File: src/rtl/mul_pkg.sv
// Shared types and sizing for the iterative shift-add multiplier.
package mul_pkg;

    localparam int unsigned MUL_WIDTH = 32;
    localparam int unsigned MUL_STEPS = MUL_WIDTH;

    typedef enum logic [1:0] {
        IDLE = 2'd0,
        BUSY = 2'd1,
        DONE = 2'd2
    } mul_state_t;

endpackage : mul_pkg

File: src/rtl/seq_multiplier.sv
// Signed WIDTH x WIDTH -> 2*WIDTH shift-add multiplier, one partial product per cycle,
// answering the ALU mult_begin/mult_end handshake with a registered product.
module seq_multiplier
    import mul_pkg::*;
#(
    parameter int unsigned WIDTH = MUL_WIDTH
) (
    input  logic                   clk,
    input  logic                   resetn,
    input  logic                   mult_begin,
    input  logic [WIDTH-1:0]       mult_op1,
    input  logic [WIDTH-1:0]       mult_op2,
    output logic [2*WIDTH-1:0]     product,
    output logic                   mult_end,
    output logic                   mult_busy
);

    localparam int unsigned PW = 2 * WIDTH;
    localparam int unsigned CW = $clog2(WIDTH) + 1;

    mul_state_t      state_q,   state_d;
    logic [PW-1:0]   mcand_q,   mcand_d;
    logic [WIDTH-1:0] mplier_q, mplier_d;
    logic [PW-1:0]   acc_q,     acc_d;
    logic            neg_q,     neg_d;
    logic [CW-1:0]   cnt_q,     cnt_d;
    logic [PW-1:0]   product_q, product_d;
    logic            end_q,     end_d;
    logic            busy_q,    busy_d;

    logic [WIDTH-1:0] op1_abs;
    logic [WIDTH-1:0] op2_abs;
    logic [PW-1:0]    sum;

    // Next-state, datapath step and registered-output decode.
    always_comb begin
        state_d   = state_q;
        mcand_d   = mcand_q;
        mplier_d  = mplier_q;
        acc_d     = acc_q;
        neg_d     = neg_q;
        cnt_d     = cnt_q;
        product_d = product_q;

        // Magnitudes are unsigned, so |0x80..0| is representable as-is.
        op1_abs = mult_op1[WIDTH-1] ? (~mult_op1 + WIDTH'(1)) : mult_op1;
        op2_abs = mult_op2[WIDTH-1] ? (~mult_op2 + WIDTH'(1)) : mult_op2;
        sum     = acc_q + (mplier_q[0] ? mcand_q : PW'(0));

        case (state_q)
            IDLE: begin
                if (mult_begin) begin
                    mcand_d  = PW'(op1_abs);
                    mplier_d = op2_abs;
                    acc_d    = '0;
                    neg_d    = mult_op1[WIDTH-1] ^ mult_op2[WIDTH-1];
                    cnt_d    = '0;
                    state_d  = BUSY;
                end
            end
            BUSY: begin
                if (!mult_begin) begin
                    state_d = IDLE;
                end else begin
                    acc_d    = sum;
                    mcand_d  = mcand_q << 1;
                    mplier_d = mplier_q >> 1;
                    cnt_d    = cnt_q + CW'(1);
                    if (cnt_q == CW'(WIDTH - 1)) begin
                        product_d = neg_q ? (~sum + PW'(1)) : sum;
                        state_d   = DONE;
                    end
                end
            end
            DONE: begin
                state_d = IDLE;
            end
            default: begin
                state_d = IDLE;
            end
        endcase

        end_d  = (state_d == DONE);
        busy_d = (state_d != IDLE);
    end

    always_ff @(posedge clk or negedge resetn) begin
        if (!resetn) begin
            state_q   <= IDLE;
            mcand_q   <= '0;
            mplier_q  <= '0;
            acc_q     <= '0;
            neg_q     <= 1'b0;
            cnt_q     <= '0;
            product_q <= '0;
            end_q     <= 1'b0;
            busy_q    <= 1'b0;
        end else begin
            state_q   <= state_d;
            mcand_q   <= mcand_d;
            mplier_q  <= mplier_d;
            acc_q     <= acc_d;
            neg_q     <= neg_d;
            cnt_q     <= cnt_d;
            product_q <= product_d;
            end_q     <= end_d;
            busy_q    <= busy_d;
        end
    end

    assign product   = product_q;
    assign mult_end  = end_q;
    assign mult_busy = busy_q;

endmodule : seq_multiplier

File: config.mk
export PLATFORM = sky130hd
export DESIGN_NAME = seq_multiplier
export DESIGN_NICKNAME = d
export VERILOG_FILES = /design/src/rtl/mul_pkg.sv /design/src/rtl/seq_multiplier.sv
export SDC_FILE = /design/constraint.sdc
export NUM_CORES = 1
export LEC_CHECK = 0
export ABC_AREA = 1
export CAP_MARGIN = 20
export CORE_ASPECT_RATIO = 0.7
export CORE_MARGIN = 2
export CORE_UTILIZATION = 60
export DETAILED_ROUTE_END_ITERATION = 8
export GPL_TIMING_DRIVEN = 0
export PLACE_DENSITY = 0.81
export SLEW_MARGIN = 10
export SYNTH_ARGS = -nofsm -noshare
export SYNTH_HDL_FRONTEND = slang
export SYNTH_SLANG_ARGS = --single-unit
File: constraint.sdc
create_clock -name clk -period 5.5 [get_ports clk]
set_clock_uncertainty 0.1 [all_clocks]
set_input_delay 1.65 -clock clk [delete_from_list [all_inputs] [get_ports clk]]
set_output_delay 1.65 -clock clk [all_outputs]
set_load 0.05 [all_outputs]
# After elaboration in Yosys (flattened, before gate mapping)
# Index checks and enable logic that the tools add are counted.
word_totals:
  reg_bits: 235
  out_inout_bits: 66
op_classes:
  n_addsub: 5
  n_eq_ne: 5
  mux: 20
  bitwise: 4
  n_reduce_logical: 6
op_table:
  columns: ["op", "n"]
  rows:
  - ["64-bit two-way mux", 6]
  - ["64-bit one-hot mux with 2 select lines", 2]
  - ["32-bit two-way mux", 4]
  - ["32-bit by 1-bit adder with 32-bit output (second input constant)", 2]
  - ["64-bit by 1-bit adder with 64-bit output (second input constant)", 1]
  - ["64-bit adder", 1]
  - ["32-bit inverter", 2]
  - ["64-bit inverter", 1]
  - ["32-bit one-hot mux with 2 select lines", 1]
  - ["6-bit two-way mux", 2]
  - ["6-bit one-hot mux with 2 select lines", 1]
  - ["6-bit by 1-bit adder with 6-bit output (second input constant)", 1]
  - ["6-bit by 5-bit == test with 1-bit output (second input constant)", 1]
  - ["2-bit two-way mux", 3]
  - ["3-bit AND reduction", 2]
  - ["2-bit != test (second input constant)", 2]
  - ["2-bit one-hot mux with 2 select lines", 1]
  - ["2-bit nonzero test", 2]
  - ["2-bit by 1-bit == test with 1-bit output (second input constant)", 1]
  - ["2-bit == test (second input constant)", 1]
  - ["2-bit zero test", 1]
  - ["2-bit AND reduction", 1]
  - ["1-bit bitwise XOR", 1]

# Longest topological paths before layout
# Gate-level depths: netlist of the first run.
depth:
  depth_word: 5
  depth_mapped: 29
  depth_no_buf: 27

# Worst setup path before layout of the first run
# No wires, ideal clock.
synth_path:
  path_kind: "input-to-reg"
  startpoint: "in mult_op1[1]"
  endpoint: "reg mcand_q[28]"
  setup_ps: 123
  t_arrival_ps: 3500
  required_ps: 5277
  path_slack_ps: 1777
  cell_stages: 14
  n_path_buf: 0
  cell_sequence: "inv_1 ha_1 nand3_1 nor3_1 nand2_1 nor3_1 nand2_1 nor3_1 nand2_1 o21ai_0 o21ai_0 xor2_1 o21ai_0 nand2_1"
synth_via:
  elab_chain_cells: 5
synth_rtl:
  columns: ["item", "line_no", "rtl"]
  rows:
  - ["start: declaration", "seq_multiplier.sv:11", "input logic [WIDTH-1:0] mult_op1,"]
  - ["32-bit inverter", "seq_multiplier.sv:46", "op1_abs = mult_op1[WIDTH-1] ? (~mult_op1 + WIDTH'(1)) : mult_op1;"]
  - ["32-bit by 1-bit adder with 32-bit output", "seq_multiplier.sv:46", null]
  - ["32-bit two-way mux", "seq_multiplier.sv:46", null]
  - ["64-bit two-way mux", "seq_multiplier.sv:52", "if (mult_begin) begin"]
  - ["64-bit one-hot mux with 2 select lines", "seq_multiplier.sv:50", "case (state_q)"]
  - ["end signal: assignment", "seq_multiplier.sv:100", "mcand_q <= mcand_d;"]
  - ["end: declaration", "seq_multiplier.sv:22", "logic [PW-1:0] mcand_q, mcand_d;"]
# No other way between the ends. The select of a mux whose other input is x is not followed.
# A chain may end at the register's enable or synchronous reset.

# Worst setup path after layout of the first run
layout_path:
  startpoint: "reg mplier_q[0]"
  endpoint: "reg product_q[63] (netlist: product[63])"
layout_via:
  elab_chain_cells: 5
layout_rtl:
  columns: ["item", "line_no", "rtl"]
  rows:
  - ["start: declaration", "seq_multiplier.sv:23", "logic [WIDTH-1:0] mplier_q, mplier_d;"]
  - ["start signal: assignment", "seq_multiplier.sv:101", "mplier_q <= mplier_d;"]
  - ["64-bit two-way mux (*)", "seq_multiplier.sv:48", "sum = acc_q + (mplier_q[0] ? mcand_q : PW'(0));"]
  - ["64-bit adder (*)", "seq_multiplier.sv:48", null]
  - ["64-bit inverter", "seq_multiplier.sv:70", "product_d = neg_q ? (~sum + PW'(1)) : sum;"]
  - ["64-bit by 1-bit adder with 64-bit output", "seq_multiplier.sv:70", null]
  - ["64-bit two-way mux (*)", "seq_multiplier.sv:70", null]
  - ["end signal: assignment", "seq_multiplier.sv:105", "product_q <= product_d;"]
  - ["end: declaration", "seq_multiplier.sv:27", "logic [PW-1:0] product_q, product_d;"]
# Mark *: on every way between the ends. The rest lies on a longest branch, timed or not.

==> parameters.txt, run 1 <==
Parameter                              Value

Floorplan
  Starting density of the core ... 60.9%
  X dimension of the die ... 221 um
  Placeable core area ... 0.0323 mm2
  FP Rows ... 55
  Die area ... 0.0343 mm2
  Number of placed I/O pins ... 133
  Chip Height ... 156 um

Worst hold path
  Class of the tightest hold or removal check ... flip-flop to flip-flop

Timing
  Max-slew violation count ... 0
  Number of hold-slack violations in the final timing report ... 0
  Setup violation total in the final timing report ... 0
  Final setup TNS ... 0 ps
  Worst hold margin ... 380 ps
  Transition time at the pin with the least slew margin ... 1120 ps
  Final Critical Period ... 5170 ps
  Setup repair after global routing missed its margin ... no
  Setup ws final ... 332 ps
  Max Fclk ... 0.193 GHz
  Remaining max-slew budget at the tightest pin ... 25.0%
  Share of the clock period used by the worst path after layout ... 94.0%

Critical path
  Crit path depth ... 26
  Worst reg-to-reg setup slack ... 330 ps
  Crit start category ... flip-flop
  Worst Path Class, Setup ... flip-flop to flip-flop
  Destination of the critical timing path ... product[63]
  Delay of the slowest critical-path stage ... 730 ps
  Family of cells with the greatest summed delay on the critical path ... simple AND/OR/NAND/NOR gates
  Required time of the worst setup path ... 5840 ps
  First element of the critical path ... mplier_q[0]
  Source of the worst register-to-register timing path ... mplier_q[0]
  Critical path capture point type ... flip-flop
  Maximum fanout count along the critical path ... 11
  Length in cells of the worst reg-to-reg path ... 26
  Critical Path Slowest Stage Cell ... sky130_fd_sc_hd__dfrtp_1
  End of the worst register-to-register path ... product[63]
  Number of buffer and inverter stages on the critical path ... 4
  Arrival time of the worst setup path ... 5510 ps
  Worst path most repeated cell ... sky130_fd_sc_hd__nand2_1

Global routing
  Pin count of the biggest net entering global routing ... 114
  Global route overflow ... 0
  Total routing usage reported by global routing ... 42.4%
  Global-route wire length before repair ... 112 mm
  Number of global-route vias before repair ... 20200
  Antenna violations before repair ... 4

Synth
  Synth cell types ... 43
  Multiplexer area fraction after synthesis ... 0%
  Mapped Nets ... 3395
  Yosys warning total ... 0
  Portion of the post-synthesis area used by sequential elements ... 29.8%
  Avg Cell Area, Syn ... 6.05 um2
  Top_reg_cell synth ... sky130_fd_sc_hd__dfrtp_1
  Top cell types by occurrence after synthesis ... 1219 x sky130_fd_sc_hd__nand2_1, 580 x sky130_fd_sc_hd__inv_1, 261 x sky130_fd_sc_hd__nor2_1, 235 x sky130_fd_sc_hd__dfrtp_1, 205 x sky130_fd_sc_hd__nand3_1
  Count of state elements after synthesis ... 235
  Gate Count Post-Synth ... 3260
  Parity-gate share of the synthesized area counting xor and xnor cells ... 3.69%
  Share of Yosys cell area claimed by the top area cell type ... 29.8%
  Fraction of the mapped netlist area in compound gates ... 9.71%
  Share of synthesized registers carrying an async set or reset ... 100%
  Ranking of synthesized cells by area ... sky130_fd_sc_hd__dfrtp_1 30%, sky130_fd_sc_hd__nand2_1 23%, sky130_fd_sc_hd__inv_1 11%, sky130_fd_sc_hd__nand3_1 5.2%, sky130_fd_sc_hd__nor2_1 5.0%
  Area fraction in and, or, nand and nor cells after synthesis ... 39.5%
  Adder-cell share of the synthesized area ... 4.35%
  Dominant combinational cell family by area after synthesis ... simple AND/OR/NAND/NOR gates
  Total standard cell area after synthesis ... 0.0197 mm2
  Library cell with the highest instance count after synthesis ... sky130_fd_sc_hd__nand2_1
  Cell type with the largest total area after synthesis ... sky130_fd_sc_hd__dfrtp_1
  Number of flops mapped to enable cells by yosys ... 0

Clocking
  Clk buf depth ... 3
  Sinks on Clock Net ... 235
  Clk Latency, worst-skew pair ... 580 ps
  CTS clock-pin slew for the worst setup and hold paths ... 70 ps
  Post-CTS repair timing setup buffer count ... 0
  Post-CTS Resized ... 0
  Root buffer cell ... sky130_fd_sc_hd__clkbuf_16
  TritonCTS clock tree ... yes
  Number of levels in the clock H-tree ... 1
  Number of CTS-inserted buffers ... 24

Routing
  Drt initial violations ... 3338
  Residual antenna-violating net count after detailed routing ... 0
  Detailed-route wire length per cell ... 18.9 um
  DRC errors left ... 1
  Vias after detailed routing ... 22200
  Post-detailed-route via-to-cell ratio ... 5.75
  Final Routed Wirelength ... 73.1 mm
  Total iterations of the first detailed-routing run ... 9

Flow run
  Max capacitance violation total ... 0

Power
  Total power per unit cell area ... 244 mW/mm2
  Worst IR Drop VDD ... 0.334 mV
  Leakage power figure ... 12.6 nW

Placed design
  Placed Instances ... 3819
  Global placement routability congestion ... 1.05
  Worst slack, placed ... 351 ps
  Final HPWL from detailed placement ... 58.7 mm
  Count of buffers inserted at the top-level ports ... 130

Finish
  Proportion of layout cells with a drive suffix above 1 ... 5.09%
  Area growth, synth to finish ... 14.2%
  Number of nets in the layout ... 3552
  Number of standard cells in the layout, taps in and fillers out ... 3865

Status
  Result of the run ... finished with violations
  Failing checks ... design-rule violations
worst reg2reg max path: cells and delay by family (launching register included):
family	cells	cell delay [ps]
adder cells (fa/ha/maj)	2	640
buffers and inverters	4	940
flip-flops	1	730
AND/OR/NAND/NOR	20	2640
routing by layer:
layer	GRT usage, %	part of all wire [%]
met4	9.65	2.7
met3	12.0	15
met1	64.3	43
met2	59.2	39
met5	0	0.098
worst min-delay path by stage:
stage,startpoint,end,slack [ps],depth (start not counted)
finish,product[58],product[58],380,2
CTS,product[42],product[42],380,2
detailed placement,product[42],product[42],370,2
global route,product[58],product[58],400,2
global placement,product[59],product[59],360,2
floorplan,cnt_q[5],mult_end,340,1
what timing repair did:
item | 4_1_cts | 5_1_grt
endpoints found under the setup margin | 0 | 15
hold buffers | 0 | 0
endpoints found under the hold margin | 0 | 0
final cells by class:
type                    count  area, um2
diodes                      3       7.51
plain buffers              79        317
clock buffers              33        674
clock inverters            11        219
fillers                  2785       9840
inverters                 593       2230
multi-input cells        2352      11300
flip-flops and latches    235       5880
well taps                 427        534
repair buffers            132       1360
sequential cells by signal (all words and copies together), names as in the netlist:
signal     flops
acc_q         64
mcand_q       64
product       64
mplier_q      32
cnt_q          6
state_q        2
mult_busy      1
mult_end       1
neg_q          1
report_power, final:
group | switching (W) | internal [W] | total [W]
logic | 0.00116 | 0.000508 | 0.00167
clock network | 0.000763 | 0.00110 | 0.00187
registers | 0.000103 | 0.00185 | 0.00196
per-stage QoR:
stage	util, %	power, W	cell area [um2]
final	69.6	0.00550	22500
after global routing	69.6	0.00571	22500
after CTS	69.6	0.00542	22500
after detailed placement	66.8	0.00357	21600
after global placement	66.6	0.00350	21500
after floorplan	-	0.00303	19700
cell families (layout without fill, tap and decap cells):
kind of cell | after synthesis | in the layout
other | 0 | 3
buffers and inverters | 673 | 848
AO/OA/AOI/OAI | 341 | 341
AND/OR/NAND/NOR | 1860 | 1860
adder cells (fa/ha/maj) | 68 | 68
flip-flops | 235 | 235
XOR/XNOR | 83 | 83
cells in the final DEF (no fill, tap or decap), drive strengths merged, types with 19 or more instances in the layout:
cell	Yosys	layout
inv	589	589
clkdlybuf4s50	0	129
nand2	1269	1269
a21oi	84	84
o221ai	23	23
dfrtp	235	235
o22ai	36	36
clkbuf	64	96
nor3	24	24
o21ai	177	177
nand3	225	225
buf	16	19
ha	67	67
nand4	29	29
xor2	69	69
nor2	296	296
Note: power is estimated with default switching activity, not from simulation.
==> inputs of run 2 (changes only) <==
--- a/config.mk
+++ b/config.mk
@@ -13,6 +13,7 @@
 export DETAILED_ROUTE_END_ITERATION = 8
 export GPL_TIMING_DRIVEN = 0
 export PLACE_DENSITY = 0.81
+export RECOVER_POWER = 25
 export SLEW_MARGIN = 10
 export SYNTH_ARGS = -nofsm -noshare
 export SYNTH_HDL_FRONTEND = slang
==> run 2 against run 1 <==
Register-to-register slack lost 30 ps. Critical endpoint unchanged. Critical path type unchanged. Largest power group unchanged. Utilization shrank 0.17 points. Clock power is essentially flat. The run ends with max-capacitance violations, max-slew violations left.
==> parameters.txt, run 2 (synthesized netlist as in run 1, its figures left out) <==
Parameter                              Value

Clocking
  TritonCTS clock tree ... yes
  Root buffer cell ... sky130_fd_sc_hd__clkbuf_16
  Clk buf depth ... 3 (unchanged)
  Sinks on Clock Net ... 235 (unchanged)
  CTS clock-pin slew for the worst setup and hold paths ... 70 ps (about the same)
  Number of levels in the clock H-tree ... 1 (unchanged)
  Post-CTS Resized ... 0 (unchanged)
  Cts hold-fix bufs ... 0 (unchanged)
  Clk Latency, worst-skew pair ... 580 ps (about the same)
  Post-CTS repair timing setup buffer count ... 0 (unchanged)
  Number of CTS-inserted buffers ... 24 (unchanged)

Floorplan
  Chip Height ... 156 um (unchanged)
  Die area ... 0.0343 mm2 (unchanged)
  Starting density of the core ... 60.9% (unchanged)
  Placeable core area ... 0.0323 mm2 (unchanged)
  Number of placed I/O pins ... 133 (unchanged)
  X dimension of the die ... 221 um (unchanged)
  FP Rows ... 55 (unchanged)

Global routing
  Number of global-route vias before repair ... 20200 (unchanged)
  Pin count of the biggest net entering global routing ... 114 (unchanged)
  Global-route wire length before repair ... 112 mm (unchanged)
  Global route overflow ... 0 (unchanged)
  Total routing usage reported by global routing ... 42.4% (unchanged)
  Antenna violations before repair ... 4 (unchanged)

Finish
  Commonest non-fill, non-tap cell in the layout ... sky130_fd_sc_hd__nand2_1
  Number of standard cells in the layout, taps in and fillers out ... 3865 (unchanged)
  Final non-filler cell area ... 0.0224 mm2 (-0.25%)
  Number of nets in the layout ... 3552 (unchanged)
  Area growth, synth to finish ... 13.9%
  Leading cell types in the layout, fill and taps excluded ... 1219 x sky130_fd_sc_hd__nand2_1, 580 x sky130_fd_sc_hd__inv_1, 261 x sky130_fd_sc_hd__nor2_1, 235 x sky130_fd_sc_hd__dfrtp_1, 205 x sky130_fd_sc_hd__nand3_1
  Proportion of layout cells with a drive suffix above 1 ... 5.07% (-0.029 points)

Routing
  Drt initial violations ... 3144 (-5.8%)
  Residual antenna-violating net count after detailed routing ... 0 (unchanged)
  Final Routed Wirelength ... 72.8 mm (-0.42%)
  Total iterations of the first detailed-routing run ... 7 (-2)
  Post-detailed-route via-to-cell ratio ... 5.75 (about the same)
  Detailed-route wire length per cell ... 18.8 um (-0.42%)
  DRC errors left ... 0 (-1)
  Vias after detailed routing ... 22200 (-0.032%)

Timing
  Number of hold-slack violations in the final timing report ... 0 (unchanged)
  Final setup TNS ... 0 ps (unchanged)
  Setup repair after global routing missed its margin ... no
  Final Critical Period ... 5200 ps (+31.9 ps)
  Remaining max-slew budget at the tightest pin ... -92.0% (-120 points)
  Share of the clock period used by the worst path after layout ... 94.6% (+0.58 points)
  Max-slew violation count ... 224 (+224)
  Setup violation total in the final timing report ... 0 (unchanged)
  Transition time at the pin with the least slew margin ... 2880 ps (+1750 ps)
  Max Fclk ... 0.192 GHz (-0.61%)
  Worst hold margin ... 380 ps (+0.0670 ps)

Critical path
  Critical path capture point type ... flip-flop
  Required time of the worst setup path ... 5840 ps (about the same)
  Arrival time of the worst setup path ... 5540 ps (+30 ps)
  Maximum fanout count along the critical path ... 11 (unchanged)
  Worst Path Class, Setup ... flip-flop to flip-flop
  Crit start category ... flip-flop

Status
  Result of the run ... finished with violations
  Failing checks ... max-capacitance violations, max-slew violations

Power
  Power spent charging and discharging nets ... 0.00203 W (-0.14%)
  Sequential group share of total power ... 35.6% (about the same)
  Net switching fraction of the power ... 36.9% (about the same)
  Internal power ... 0.00346 W (-0.13%)
  Share of power burned in combinational logic ... 30.3% (about the same)
  Clock power share ... 34.1% (about the same)
  Leakage power figure ... 12.6 nW (-0.19%)
  Worst IR Drop VDD ... 0.333 mV (-0.38%)
  Total power per unit cell area ... 245 mW/mm2 (+0.12%)

Placed design
  Placed Instances ... 3819 (unchanged)
  Placed cell area ... 0.0216 mm2 (unchanged)
  Final HPWL from detailed placement ... 58.7 mm (unchanged)
  Global placement routability congestion ... 1.05 (unchanged)
  Count of buffers inserted at the top-level ports ... 130 (unchanged)

Flow run
  Max capacitance violation total ... 2 (+2)

Worst hold path
  Class of the tightest hold or removal check ... flip-flop to flip-flop
## run 2: changes by cell type in the layout (fill, tap and decap cells not counted)
cell | before | now
sky130_fd_sc_hd__clkbuf_2 | 0 | 2
sky130_fd_sc_hd__clkbuf_1 | 67 | 68
sky130_fd_sc_hd__buf_16 | 2 | 0
sky130_fd_sc_hd__buf_8 | 1 | 0
## run 2: worst max-delay path, cell delays in order (launching register included)
cell                      delay [ps]
sky130_fd_sc_hd__dfrtp_1         740
sky130_fd_sc_hd__buf_1           580
sky130_fd_sc_hd__nand2_1         220
sky130_fd_sc_hd__inv_1           120
sky130_fd_sc_hd__ha_1            220
sky130_fd_sc_hd__inv_1            70
sky130_fd_sc_hd__fa_1            410
sky130_fd_sc_hd__inv_1           160
sky130_fd_sc_hd__nand2_2         110
sky130_fd_sc_hd__nand2_2         110
sky130_fd_sc_hd__nand3_2         100
sky130_fd_sc_hd__nand2_2         120
sky130_fd_sc_hd__nand2_2          70
sky130_fd_sc_hd__nand2_2         130
sky130_fd_sc_hd__nand2_1          90
sky130_fd_sc_hd__nand2_1         130
sky130_fd_sc_hd__nand2_1          70
sky130_fd_sc_hd__nand2_1         320
sky130_fd_sc_hd__nand2_1         170
sky130_fd_sc_hd__nor2_2          130
sky130_fd_sc_hd__nand2_1          80
sky130_fd_sc_hd__nor2_1          210
sky130_fd_sc_hd__nand3_1         130
sky130_fd_sc_hd__nand2_1         130
sky130_fd_sc_hd__nand3_1          90
sky130_fd_sc_hd__nand3_1         190
sky130_fd_sc_hd__nand2_1          80
## run 2: worst paths after layout
path / start / endpoint / slack, ps / depth (start not counted)
max in group asynchronous: resetn / product[63] / 910 / 2
min in group asynchronous: resetn / mplier_q[13] / 1060 / 1
max reg2reg: mplier_q[0] / product[63] / 300 / 26
min: product[58] / product[58] / 380 / 2
min reg2reg: product[58] / product[58] / 380 / 2
max: mplier_q[0] / product[63] / 300 / 26
## run 2: final cells by class
cell class	instances	area, um2
multi-input cells	2352	11300
fillers	2791	9890
flip-flops and latches	235	5880
inverters	593	2230
repair buffers	132	1310
clock buffers	33	674
well taps	427	534
plain buffers	79	317
clock inverters	11	219
diodes	3	7.51
## run 2: metal layers
metal | part of all wire, % | vias up | track usage (%)
li1 | - | 10400 | -
met1 | 43 | 10200 | 64.3
met2 | 39 | 1442 | 59.2
met3 | 15 | 226 | 12.0
met4 | 2.8 | 4 | 9.65
met5 | 0.099 | - | 0
## run 2: power groups by stage
stage | clock network, W | logic [W] | registers (W)
6_report | 0.00187 | 0.00166 | 0.00196
5_1_grt | 0.00192 | 0.00181 | 0.00197
4_1_cts | 0.00186 | 0.00161 | 0.00194
3_5_place_dp | 0 | 0.00160 | 0.00197
3_3_place_gp | 0 | 0.00154 | 0.00197
2_1_floorplan | 0 | 0.00104 | 0.00199
## run 2: stage by stage
step | power, W | setup slack (ps) | util (%)
global route | 0.00570 | 65.5 | 69.4
floorplan | 0.00303 | 1780 | -
detailed placement | 0.00357 | 351 | 66.8
global placement | 0.00350 | -6950 | 66.6
CTS | 0.00542 | 283 | 69.6
finish | 0.00549 | 300 | 69.4
